File: config.mk
export PLATFORM = sky130hd
export DESIGN_NAME = mem_bus_master
export DESIGN_NICKNAME = d
export VERILOG_FILES = /design/src/rtl/mem_bus_pkg.sv /design/src/rtl/bus_timeout_ctr.sv /design/src/rtl/mem_bus_master.sv
export SDC_FILE = /design/constraint.sdc
export NUM_CORES = 1
export LEC_CHECK = 0
export ABC_CLOCK_PERIOD_IN_PS = 6500
export CAP_MARGIN = 20
export CORE_MARGIN = 5
export CORE_UTILIZATION = 45
export CTS_CLUSTER_DIAMETER = 60
export DETAILED_ROUTE_END_ITERATION = 7
export MAX_ROUTING_LAYER = met4
export PLACE_DENSITY = 0.78
export REMOVE_ABC_BUFFERS = 1
export SETUP_SLACK_MARGIN = 0.5
export SLEW_MARGIN = 20
export SYNTH_ARGS = -nofsm -noshare
export SYNTH_HDL_FRONTEND = slang
export SYNTH_SLANG_ARGS = --single-unit
File: constraint.sdc
create_clock -name clk -period 6.5 [get_ports clk]
set_clock_uncertainty 0.1 [all_clocks]
set_input_delay 0.975 -clock clk [delete_from_list [all_inputs] [get_ports clk]]
set_output_delay 0.975 -clock clk [all_outputs]
set_load 0.01 [all_outputs]
File: src/rtl/mem_bus_pkg.sv
// Shared types for the CPU-side memory bus master.
// Holds FSM state encoding, response error codes and width defaults.
package mem_bus_pkg;

  localparam int ADDR_W_DEF = 32;
  localparam int DATA_W_DEF = 16;

  typedef enum logic [2:0] {
    IDLE,
    ISSUE_LO,
    WAIT_LO,
    ISSUE_HI,
    WAIT_HI,
    RESP
  } state_t;

  typedef enum logic [1:0] {
    ERR_OK      = 2'b00,
    ERR_BP      = 2'b01,
    ERR_TIMEOUT = 2'b10
  } err_t;

endpackage

File: src/rtl/bus_timeout_ctr.sv
// Per-beat not-ready wait counter for the memory bus master.
// expired flags the TIMEOUT-th consecutive not-ready cycle of a beat.
module bus_timeout_ctr #(
  parameter int TIMEOUT = 255
) (
  input  logic clk,
  input  logic rst,
  input  logic clear,
  input  logic enable,
  output logic expired
);

  localparam int CW = (TIMEOUT < 2) ? 1 : $clog2(TIMEOUT);
  localparam logic [CW-1:0] LAST = CW'(TIMEOUT - 1);

  logic [CW-1:0] count;

  always_ff @(posedge clk or negedge rst) begin
    if (!rst) begin
      count <= '0;
    end else if (clear) begin
      count <= '0;
    end else if (enable) begin
      count <= count + CW'(1);
    end
  end

  assign expired = enable && (count == LAST);

endmodule

File: src/rtl/mem_bus_master.sv
// CPU load/store master issuing one or two beats to a simple memory bus.
// Handles wait states, per-beat timeout and responder breakpoints.
module mem_bus_master
  import mem_bus_pkg::*;
#(
  parameter int ADDR_W  = ADDR_W_DEF,
  parameter int DATA_W  = DATA_W_DEF,
  parameter int TIMEOUT = 255
) (
  input  logic                clk,
  input  logic                rst,
  input  logic                req_valid,
  output logic                req_ready,
  input  logic                req_write,
  input  logic                req_wide,
  input  logic [ADDR_W-1:0]   req_addr,
  input  logic [2*DATA_W-1:0] req_wdata,
  output logic                rsp_valid,
  output logic [2*DATA_W-1:0] rsp_rdata,
  output logic [1:0]          rsp_err,
  output logic [ADDR_W-1:0]   bus_addr,
  output logic [DATA_W-1:0]   bus_wdata,
  output logic                bus_we,
  output logic                bus_re,
  input  logic [DATA_W-1:0]   bus_rdata,
  input  logic                bus_ready,
  input  logic                bus_bp
);

  state_t state, stateNext;

  logic [ADDR_W-1:0]   addrQ;
  logic [2*DATA_W-1:0] wdataQ;
  logic                writeQ;
  logic                wideQ;
  logic [2*DATA_W-1:0] rdataQ;
  err_t                errQ;

  logic accept;
  logic issue;
  logic waitSt;
  logic hiBeat;
  logic expired;

  assign accept = (state == IDLE) && req_valid;
  assign issue  = (state == ISSUE_LO) || (state == ISSUE_HI);
  assign waitSt = (state == WAIT_LO) || (state == WAIT_HI);
  assign hiBeat = (state == ISSUE_HI) || (state == WAIT_HI);

  bus_timeout_ctr #(
    .TIMEOUT(TIMEOUT)
  ) u_timeout (
    .clk    (clk),
    .rst    (rst),
    .clear  (!waitSt),
    .enable (waitSt && !bus_ready),
    .expired(expired)
  );

  always_ff @(posedge clk or negedge rst) begin
    if (!rst) begin
      state <= IDLE;
    end else begin
      state <= stateNext;
    end
  end

  always_comb begin
    stateNext = state;
    unique case (state)
      IDLE: begin
        if (req_valid) stateNext = ISSUE_LO;
      end
      ISSUE_LO: stateNext = WAIT_LO;
      WAIT_LO: begin
        if (expired) begin
          stateNext = RESP;
        end else if (bus_ready) begin
          // a breakpoint on the low beat suppresses the high beat
          stateNext = (wideQ && errQ == ERR_OK) ? ISSUE_HI : RESP;
        end
      end
      ISSUE_HI: stateNext = WAIT_HI;
      WAIT_HI: begin
        if (expired || bus_ready) stateNext = RESP;
      end
      RESP: stateNext = IDLE;
      default: stateNext = IDLE;
    endcase
  end

  always_ff @(posedge clk or negedge rst) begin
    if (!rst) begin
      addrQ  <= '0;
      wdataQ <= '0;
      writeQ <= 1'b0;
      wideQ  <= 1'b0;
      rdataQ <= '0;
      errQ   <= ERR_OK;
    end else begin
      if (accept) begin
        addrQ  <= req_addr;
        wdataQ <= req_wdata;
        writeQ <= req_write;
        wideQ  <= req_wide;
        rdataQ <= '0;
        errQ   <= ERR_OK;
      end
      if (issue && bus_bp) errQ <= ERR_BP;
      if (waitSt && expired) begin
        errQ <= ERR_TIMEOUT;
      end else if (waitSt && bus_ready && !writeQ) begin
        if (hiBeat) rdataQ[DATA_W +: DATA_W] <= bus_rdata;
        else        rdataQ[0 +: DATA_W]      <= bus_rdata;
      end
    end
  end

  always_comb begin
    req_ready = (state == IDLE);
    rsp_valid = (state == RESP);
    rsp_rdata = rdataQ;
    rsp_err   = errQ;
    bus_addr  = '0;
    bus_wdata = '0;
    bus_re    = 1'b0;
    bus_we    = issue && writeQ;
    if (issue || waitSt) begin
      bus_addr  = hiBeat ? addrQ + ADDR_W'(1) : addrQ;
      bus_wdata = hiBeat ? wdataQ[DATA_W +: DATA_W] : wdataQ[0 +: DATA_W];
      bus_re    = !writeQ;
    end
  end

endmodule

==> impl_metrics.tcl, run 1 <==
set metrics [dict create \
    cts_tree "yes" \
    cts_setup_buffers 0 \
    fin_crit_sh 0.647 \
    design.core.area_mm2 0.0120 \
    area_growth_pct 39.1 \
    grt_overflow_total 0 \
    clock_latency_ns 0.34 \
    post_synth_fa_ha_maj_area_fraction 0.00684 \
    buffer_ports.inserted 172 \
    status "finished, final reports clean" \
    cell_int_power_w 0.00226 \
    vdd_ir_drop_max_mv 0.224 \
    antenna_left 0 \
    clk_path_buf_depth 2 \
    effective_utilization_at_floorplan 0.459 \
    cts-htree-levels 3 \
    combinationalPowerShare 0.486 \
    syn-mean-instance-area_um2 10.0 \
    report.final.setup_viol 0 \
    synth_top_family_by_area "simple AND/OR/NAND/NOR gates" \
    worst_hold_path_type "reg2reg" \
    critical_path_arrival_ns 3.13 \
    total_leakage_power_nw 3.09 \
    route.detailed.drc 0 \
    sum_of_net_half_perimeters_after_detailed_placement_um 10000 \
    pin_count_of_the_biggest_net_entering_global_routing 101 \
    maxSlewViolCount 0 \
    max-cap-violations 0 \
    row_count 40 \
    synth.area.mux_share 0.135 \
    finish.net_count 793 \
    power_switching_w 0.00129 \
    fmax_mhz 238 \
    grt_setup_unrepaired "no" \
    pwr_density_cell_mw_per_mm2 466 \
    cp-start-kind "flop" \
    hold_viol_final 0 \
    p_clk_frac 0.167 \
    netSwitchingFraction 0.363 \
    drt_iter0_drc 377 \
    antenna_cells_inserted 0 \
    die-height_um 120 \
    power_frac_seq 0.346 \
    cp_data_required_time_ns 5.42 \
    design.portCount 173 \
    chipWidth_um 120 \
    seq_area_frac_synth 0.506 \
    finalPower_w 0.00355 \
    post-route-min-period_ns 4.21 \
    dr.pass1.iters 5 \
    cells_after_synthesis 548 \
    finalWirelength_um 14000 \
    cts-resized-gates 0 \
    synth-warning-count 0 \
    cts_sinks 111 \
    routedWlPerCell_um 16.4 \
    synth-simple-area-share 0.195 \
    drive_gt1_frac 0.133 \
    synth-seq-cells 111 \
    end_kind "primary output" \
    routed-via-count 4524 \
    cts.root.buffer_cell "clkbuf_16" \
    synth-compound-area-share 0.0773 \
    ctsHoldBuffers 0 \
    global_route_wire_length_before_repair_um 23000 \
    path_max_fanout 12 \
    track_usage 0.200 \
    syn-cell-area_mm2 0.00549 \
    first_global_vias 4594 \
    relSlewSlack 0.337 \
    tightest_slew_ns 0.995 \
    timing_worst_setup_path_type "reg2out" \
    detail_route.vias_per_cell 5.29 \
    fin_tns_setup_ns 0 \
    cts.clk_slew.worst_paths_ns 0.07 \
    grt_antenna_before_repair 0 \
    synth-xor-area-share 0.0527 \
    finalWeightedCongestion 0.868 \
    die_area_mm2 0.0145 \
    synth.lib_cells_used.distinct 42 \
    numCtsBuffers 9 \
]
[metrics by stage]
stage	hold slack (ns)	cell area, um2	utilization	worst slack [ns]	cells
2_1_floorplan	0.372	5350	-	2.94	517
3_3_place_gp	0.388	7300	0.610	2.78	839
3_5_place_dp	0.394	7310	0.611	2.71	839
4_1_cts	0.411	7630	0.638	2.30	855
5_1_grt	0.417	7630	0.638	2.09	855
6_report	0.408	7630	0.638	2.29	855
[cell usage in the layout (no fill, tap or decap), types with 4 or more instances in the layout]
cell type,n
dfrtp_1,111
a21oi_1,24
and3_1,9
and2_1,4
nand4_1,16
o21ai_1,18
xnor2_1,6
nand3_1,12
o21ai_0,18
xor2_1,27
o31ai_1,4
clkbuf_16,9
and4_1,5
clkdlybuf4s50_1,171
nand2_1,118
mux2_2,66
nor2_1,44
[state kept, by name (all words and copies together) (netlist names)]
| signal | cells |
|---|---|
| state | 3 |
| rsp_rdata | 32 |
| wdataQ | 32 |
| wideQ | 1 |
| addrQ | 32 |
| rsp_err | 2 |
| writeQ | 1 |
| u_timeout.count | 8 |
[worst max-delay path, cell delays in order (launching register included)]
cell,delay [ns]
dfrtp_1,0.43
nand3_1,0.20
nor2_1,0.69
nand3_1,0.29
or3b_1,0.41
a21oi_1,0.18
clkdlybuf4s50_1,0.59
[synthesized netlist by cell type, drive strengths merged]
| cell | number | area share |
|---|---|---|
| a2111oi | 2 | 0.0055 |
| a21o | 1 | 0.0014 |
| a21oi | 26 | 0.028 |
| a22oi | 1 | 0.0014 |
| and2 | 4 | 0.0046 |
| and3 | 9 | 0.010 |
| and4 | 5 | 0.0080 |
| buf | 8 | 0.0089 |
| clkbuf | 23 | 0.016 |
| dfrtp | 111 | 0.51 |
| ha | 3 | 0.0068 |
| inv | 3 | 0.0021 |
| mux2 | 66 | 0.14 |
| nand2 | 119 | 0.081 |
| nand2b | 2 | 0.0023 |
| nand3 | 13 | 0.014 |
| nand3b | 1 | 0.0014 |
| nand4 | 16 | 0.018 |
| nor2 | 44 | 0.030 |
| nor2b | 1 | 0.0011 |
| nor3 | 3 | 0.0027 |
| nor3b | 1 | 0.0014 |
| nor4 | 1 | 0.0011 |
| nor4b | 2 | 0.0071 |
| nor4bb | 1 | 0.0018 |
| o21a | 1 | 0.0014 |
| o21ai | 36 | 0.033 |
| o31ai | 4 | 0.0055 |
| o41ai | 1 | 0.0016 |
| or2b | 1 | 0.0014 |
| or3 | 2 | 0.0023 |
| or3b | 2 | 0.0032 |
| or4 | 2 | 0.0027 |
| xnor2 | 6 | 0.0096 |
| xor2 | 27 | 0.043 |
[cells by family (layout without fill, tap and decap cells)]
kind of cell,after synthesis,after routing
adders and majority gates,3,3
AOI/OAI and AO/OA,72,72
xor gates and xnor gates,33,33
buffers and inverters,34,194
muxes,66,66
DFF,111,111
and+or+nand+nor,229,229
[path summary, 6_finish.rpt]
kind / start / slack, ns / cells past startpoint / endpoint
setup / recovery: addrQ[3] / 2.29 / 6 / bus_addr[29]
setup reg to reg: state[1] / 3.89 / 6 / rsp_rdata[31]
hold / removal: wdataQ[25] / 0.41 / 1 / wdataQ[25]
hold reg to reg: wdataQ[25] / 0.41 / 1 / wdataQ[25]
min in group asynchronous: rst / 0.45 / 1 / rsp_rdata[3]
max in group asynchronous: rst / 4.83 / 2 / wdataQ[22]
[layout make-up]
cell class	instances	area, um2
clock inverters	5	81.3
well taps	147	184
inverters	3	11.3
fillers	983	4330
multi-input cells	403	2590
flip-flops and latches	111	2780
repair buffers	175	1750
clock buffers	11	243
[power by group through the flow]
stage | Combinational (W) | Clock, W | Sequential (W)
after global placement | 0.00170 | 0 | 0.00122
after detailed placement | 0.00174 | 0 | 0.00124
after global routing | 0.00188 | 0.000636 | 0.00128
final | 0.00173 | 0.000595 | 0.00123
after floorplan | 0.000899 | 0 | 0.00121
after CTS | 0.00175 | 0.000608 | 0.00123
[layer usage]
layer | vias to the layer above | global-route usage | wire [um]
met2 | 142 | 0.312 | 6620
met1 | 2193 | 0.266 | 6280
met3 | 9 | 0.0529 | 991
met4 | 0 | 0.0432 | 106
li1 | 2180 | - | -
met5 | - | - | 0
No activity file was read; power rests on OpenSTA's default activity.
==> run 2, diff against run 1 <==
ABC_CLOCK_PERIOD_IN_PS = 3700   (was 6500)
CORE_UTILIZATION = 42   (was 45)
PLACE_DENSITY = 0.76   (was 0.78)
clock period = 3.7 ns   (was 6.5 ns; I/O delays follow)
==> run 2 against run 1 <==
- combinational power rose by 80%
- critical path depth did not move
- worst hold slack got worse by 0.29 ns
- via count rose by 2.3%
- final cell count rose by 5.7%
- flip-flop and latch count did not move
==> impl_metrics.tcl, run 2 (synthesis results as in run 1) <==
set metrics [dict create \
    status "finished, final reports clean" \
    cts-htree-levels 3 \
    antenna_left 0 \
    area_growth_pct 42.9 \
    ctsHoldBuffers 0 \
    tightest_slew_ns 0.912 \
    r2r_end "rsp_rdata[10]" \
    cts_tree "yes" \
    end_kind "primary output" \
    die-height_um 124 \
    p_clk_frac 0.146 \
    clock_latency_ns 0.35 \
    cts_sinks 111 \
    design.core.area_mm2 0.0127 \
    cts.root.buffer_cell "clkbuf_16" \
    finalWirelength_um 14800 \
    power_switching_w 0.00235 \
    rrSetupSlack_ns 1.29 \
    global_route_wire_length_before_repair_um 24800 \
    numCtsBuffers 9 \
    die_area_mm2 0.0155 \
    grt_setup_unrepaired "yes" \
    antenna_cells_inserted 0 \
    finished_cell_area_mm2 0.00784 \
    relSlewSlack 0.392 \
    vdd_ir_drop_max_mv 0.452 \
    worst_setup_startpoint "state[1]" \
    timing_worst_setup_path_type "reg2out" \
    critical_path_arrival_ns 2.57 \
    pin_count_of_the_biggest_net_entering_global_routing 70 \
    netSwitchingFraction 0.380 \
    cell_int_power_w 0.00383 \
    postPlaceCellArea_mm2 0.00741 \
    routedWlPerCell_um 16.4 \
    report.final.setup_viol 0 \
    combinationalPowerShare 0.505 \
    drt_iter0_drc 305 \
    fin_tns_setup_ns 0 \
    reg2reg_depth 7 \
    cp_data_required_time_ns 3.04 \
    buffer_ports.inserted 172 \
    finish.net_count 817 \
    cts.clk_slew.worst_paths_ns 0.07 \
    power_frac_seq 0.349 \
    design.portCount 173 \
    sum_of_net_half_perimeters_after_detailed_placement_um 10700 \
    row_count 41 \
    filler_cell_count 1066 \
    fmax_mhz 310 \
    route.detailed.drc 0 \
    hold_viol_final 0 \
    worst_hold_path_type "in2async" \
    first_global_vias 4886 \
    mostFrequentLayoutCells "clkdlybuf4s50_1 (148), nand2_1 (117), dfrtp_1 (109)" \
    drive_gt1_frac 0.187 \
    layout_commonest_cell "clkdlybuf4s50_1" \
    worst_flop_to_flop_path_startpoint "state[1]" \
    maxSlewViolCount 0 \
    grt_overflow_total 0 \
    pwr_density_cell_mw_per_mm2 789 \
    max-cap-violations 0 \
    clk_path_buf_depth 2 \
    cp-start-kind "flop" \
    post-route-min-period_ns 3.23 \
    finalWeightedCongestion 0.936 \
    chipWidth_um 124 \
    worst_setup_path_endpoint "bus_addr[24]" \
    dr.pass1.iters 4 \
    routed-via-count 4628 \
    grt_antenna_before_repair 0 \
    track_usage 0.197 \
    total_leakage_power_nw 3.31 \
    effective_utilization_at_floorplan 0.431 \
    path_max_fanout 7 \
    detail_route.vias_per_cell 5.12 \
    fin_crit_sh 0.872 \
]
[run 2: critical path, cell delays in order (launching register included)]
cell and delay (ns):
dfrtp_2 0.40, or3b_4 0.43, a21oi_4 0.20, nand3_4 0.13, or3_1 0.35, a21oi_1 0.15
clkdlybuf4s50_1 0.55
[run 2: final cells by class]
type	instances	area, um2	area share
flip-flops and latches	111	2780	0.354
well taps	172	215	0.0274
multi-input cells	403	2650	0.338
clock buffers	9	225	0.0287
inverters	3	11.3	0.00144
repair buffers	199	1920	0.244
clock inverters	7	46.3	0.00590
[run 2: timing repair]
item | in CTS | in global routing
gates resized for setup | 33 | 31
setup buffers | 11 | 5
setup endpoints to repair | 47 | 37
pin swaps | 4 | 6
[run 2: power groups by stage]
stage	logic (W)	clock network, W	registers [W]
after floorplan	0.00158	0	0.00213
after global placement	0.00308	0	0.00214
after detailed placement	0.00314	0	0.00218
after CTS	0.00314	0.000928	0.00215
after global routing	0.00341	0.000973	0.00223
final	0.00312	0.000905	0.00216
[run 2: stage by stage]
step / setup WS, ns / util / total power [W] / hold slack (ns) / instances
after floorplan: 0.251 / - / 0.00371 / 0.159 / 517
after global placement: 0.399 / 0.583 / 0.00523 / 0.385 / 872
after detailed placement: 0.341 / 0.583 / 0.00532 / 0.392 / 872
after CTS: 0.389 / 0.612 / 0.00622 / 0.132 / 899
after global routing: 0.353 / 0.616 / 0.00662 / 0.167 / 904
final: 0.474 / 0.616 / 0.00619 / 0.113 / 904
[run 2: worst min path at each step]
stage,startpoint,to,slack [ns],depth (start not counted)
floorplan,rst,addrQ[0],0.16,0
global placement,wideQ,wideQ,0.38,1
detailed placement,wideQ,wideQ,0.39,1
CTS,rst,addrQ[27],0.13,1
global route,rst,addrQ[24],0.17,1
finish,rst,addrQ[27],0.11,1
[run 2: per-layer routing]
layer	part of all wire	GRT usage	vias to the layer above
li1	-	-	2229
met1	0.45	0.259	2216
met5	0	-	-
met2	0.48	0.310	160
met3	0.061	0.0450	23
met4	0.015	0.0529	0
==> run 3, diff against run 2 <==
--- a/config.mk
+++ b/config.mk
@@ -13,2 +13,3 @@
 export DETAILED_ROUTE_END_ITERATION = 7
+export HOLD_SLACK_MARGIN = 0.02
 export MAX_ROUTING_LAYER = met4
==> constraint.sdc (replaced) <==
create_clock -name clk -period 3.7 [get_ports clk]
set_clock_uncertainty 0.1 [all_clocks]
set_input_delay 0.37 -clock clk [delete_from_list [all_inputs] [get_ports clk]]
set_output_delay 0.37 -clock clk [all_outputs]
set_load 0.01 [all_outputs]
==> run 3 against run 2 <==
- the flow now finishes with violations (negative hold slack)
- die area did not move
- non-clock buffer count fell by 9
- worst hold slack got worse by 0.16 ns
- via count fell by 0.22%
- combinational power hardly changed
- fmax is 1.6% higher
- routed wire length rose by 0.57%
- highest routed layer unchanged
==> impl_metrics.tcl, run 3 (synthesis results as in run 1) <==
set metrics [dict create \
    status "complete, but fails checks" \
    failed_checks "negative hold slack" \
    finalWirelength_um 14900 \
    post-route-min-period_ns 3.17 \
    drt_iter0_drc 356 \
    global_route_wire_length_before_repair_um 24800 \
    routedWlPerCell_um 16.6 \
    mostFrequentLayoutCells "clkdlybuf4s50_1 (153), nand2_1 (117), dfrtp_1 (108)" \
    fin_hold_ws_ns -0.0424 \
    clk_path_buf_depth 2 \
    tightest_slew_ns 0.748 \
    finish.net_count 808 \
    finalPower_w 0.00628 \
    area_growth_pct 43.1 \
    r2r_end "rsp_rdata[18]" \
    drive_gt1_frac 0.162 \
    end_kind "primary output" \
    fin_tns_setup_ns 0 \
    cts_tree "yes" \
    worst_flop_to_flop_path_startpoint "state[2]" \
    chipWidth_um 124 \
    die-height_um 124 \
    routed-via-count 4618 \
    pwr_density_cell_mw_per_mm2 800 \
    cts.root.buffer_cell "clkbuf_16" \
    sum_of_net_half_perimeters_after_detailed_placement_um 10500 \
    timing_worst_setup_path_type "reg2out" \
    reg2reg_depth 7 \
    finalWeightedCongestion 0.850 \
    first_global_vias 4919 \
    maxSlewViolCount 0 \
    die_area_mm2 0.0155 \
    cp-start-kind "flop" \
    effective_utilization_at_floorplan 0.431 \
    total_leakage_power_nw 3.37 \
    path_max_fanout 6 \
    detail_route.vias_per_cell 5.16 \
    numCtsBuffers 9 \
    max-cap-violations 0 \
    relSlewSlack 0.502 \
    row_count 41 \
    critical_path_arrival_ns 2.70 \
    place_ws_ns 0.558 \
    grt_antenna_before_repair 0 \
    rrSetupSlack_ns 1.37 \
    grt_setup_unrepaired "yes" \
    filler_cell_count 1057 \
    report.final.setup_viol 0 \
    hold_viol_final 78 \
    clock_latency_ns 0.35 \
    antenna_cells_inserted 0 \
    ctsHoldBuffers 0 \
    route.detailed.drc 0 \
    antenna_left 0 \
    worst_hold_path_type "in2async" \
    vdd_ir_drop_max_mv 0.644 \
    postLayoutSetupSlackWorst_ns 0.525 \
    design.core.area_mm2 0.0127 \
    cts.clk_slew.worst_paths_ns 0.07 \
    pin_count_of_the_biggest_net_entering_global_routing 101 \
    grt_overflow_total 0 \
    buffer_ports.inserted 172 \
    track_usage 0.198 \
    place.detailed.instances 870 \
    dr.pass1.iters 4 \
    layout_commonest_cell "clkdlybuf4s50_1" \
    fmax_mhz 315 \
    finish.utilization 0.617 \
    instances_no_fill 895 \
    cts-htree-levels 3 \
    cp_data_required_time_ns 3.23 \
    fin_crit_sh 0.858 \
    design.portCount 173 \
    cts_sinks 111 \
]
[run 3: worst max path at each step]
| stage | start | cells past startpoint | slack (ns) | end |
|---|---|---|---|---|
| 2_1_floorplan | state[2] | 3 | 0.25 | addrQ[0] |
| 3_3_place_gp | state[1] | 6 | 0.59 | bus_addr[26] |
| 3_5_place_dp | state[1] | 6 | 0.56 | bus_addr[26] |
| 4_1_cts | state[0] | 6 | 0.36 | bus_addr[26] |
| 5_1_grt | state[1] | 6 | 0.37 | bus_addr[13] |
| 6_report | state[1] | 6 | 0.53 | bus_addr[13] |
[run 3: layout make-up]
type                       count  area, um2  area share
clock buffer                  10        229      0.0292
clock inverter                 6       75.1     0.00956
multi-input combinational    403       2640       0.336
timing repair buffer         190       1900       0.242
tap                          172        215      0.0274
inverter                       3       11.3     0.00143
sequential                   111       2780       0.354
[run 3: per-stage QoR]
| step | hold WS (ns) | instance area [um2] |
|---|---|---|
| 3_5_place_dp | 0.394 | 7380 |
| 6_report | -0.0424 | 7850 |
| 4_1_cts | 0.138 | 7730 |
| 3_3_place_gp | 0.386 | 7370 |
| 2_1_floorplan | -0.0256 | 5350 |
| 5_1_grt | 0.0248 | 7850 |
[run 3: where the power goes]
part / total (W) / switching (W) / internal, W / leakage [nW]
clock network: 0.00100 / 0.000463 / 0.000537 / 0.146
logic: 0.00310 / 0.00145 / 0.00166 / 1.84
registers: 0.00218 / 0.000447 / 0.00173 / 1.39
[run 3: metal layers]
metal | track usage | part of all wire | routed length [um]
met5 | - | 0 | 0
met4 | 0.0374 | 0.0093 | 139
met3 | 0.0660 | 0.061 | 905
met2 | 0.309 | 0.49 | 7230
met1 | 0.254 | 0.44 | 6610
[run 3: what timing repair did]
action	CTS	global route
pin swaps	2	5
buffers inserted	3	6
gates cloned	0	0
setup endpoints to repair	48	46
resized for setup	11	22
[run 3: critical path, cell delays in order, from the launching register on]
cell and delay [ns]:
dfrtp_2 0.44, or3b_4 0.47, a2111oi_4 0.50, nand4_1 0.16
xor2_1 0.16, nor2_1 0.08, clkdlybuf4s50_1 0.54
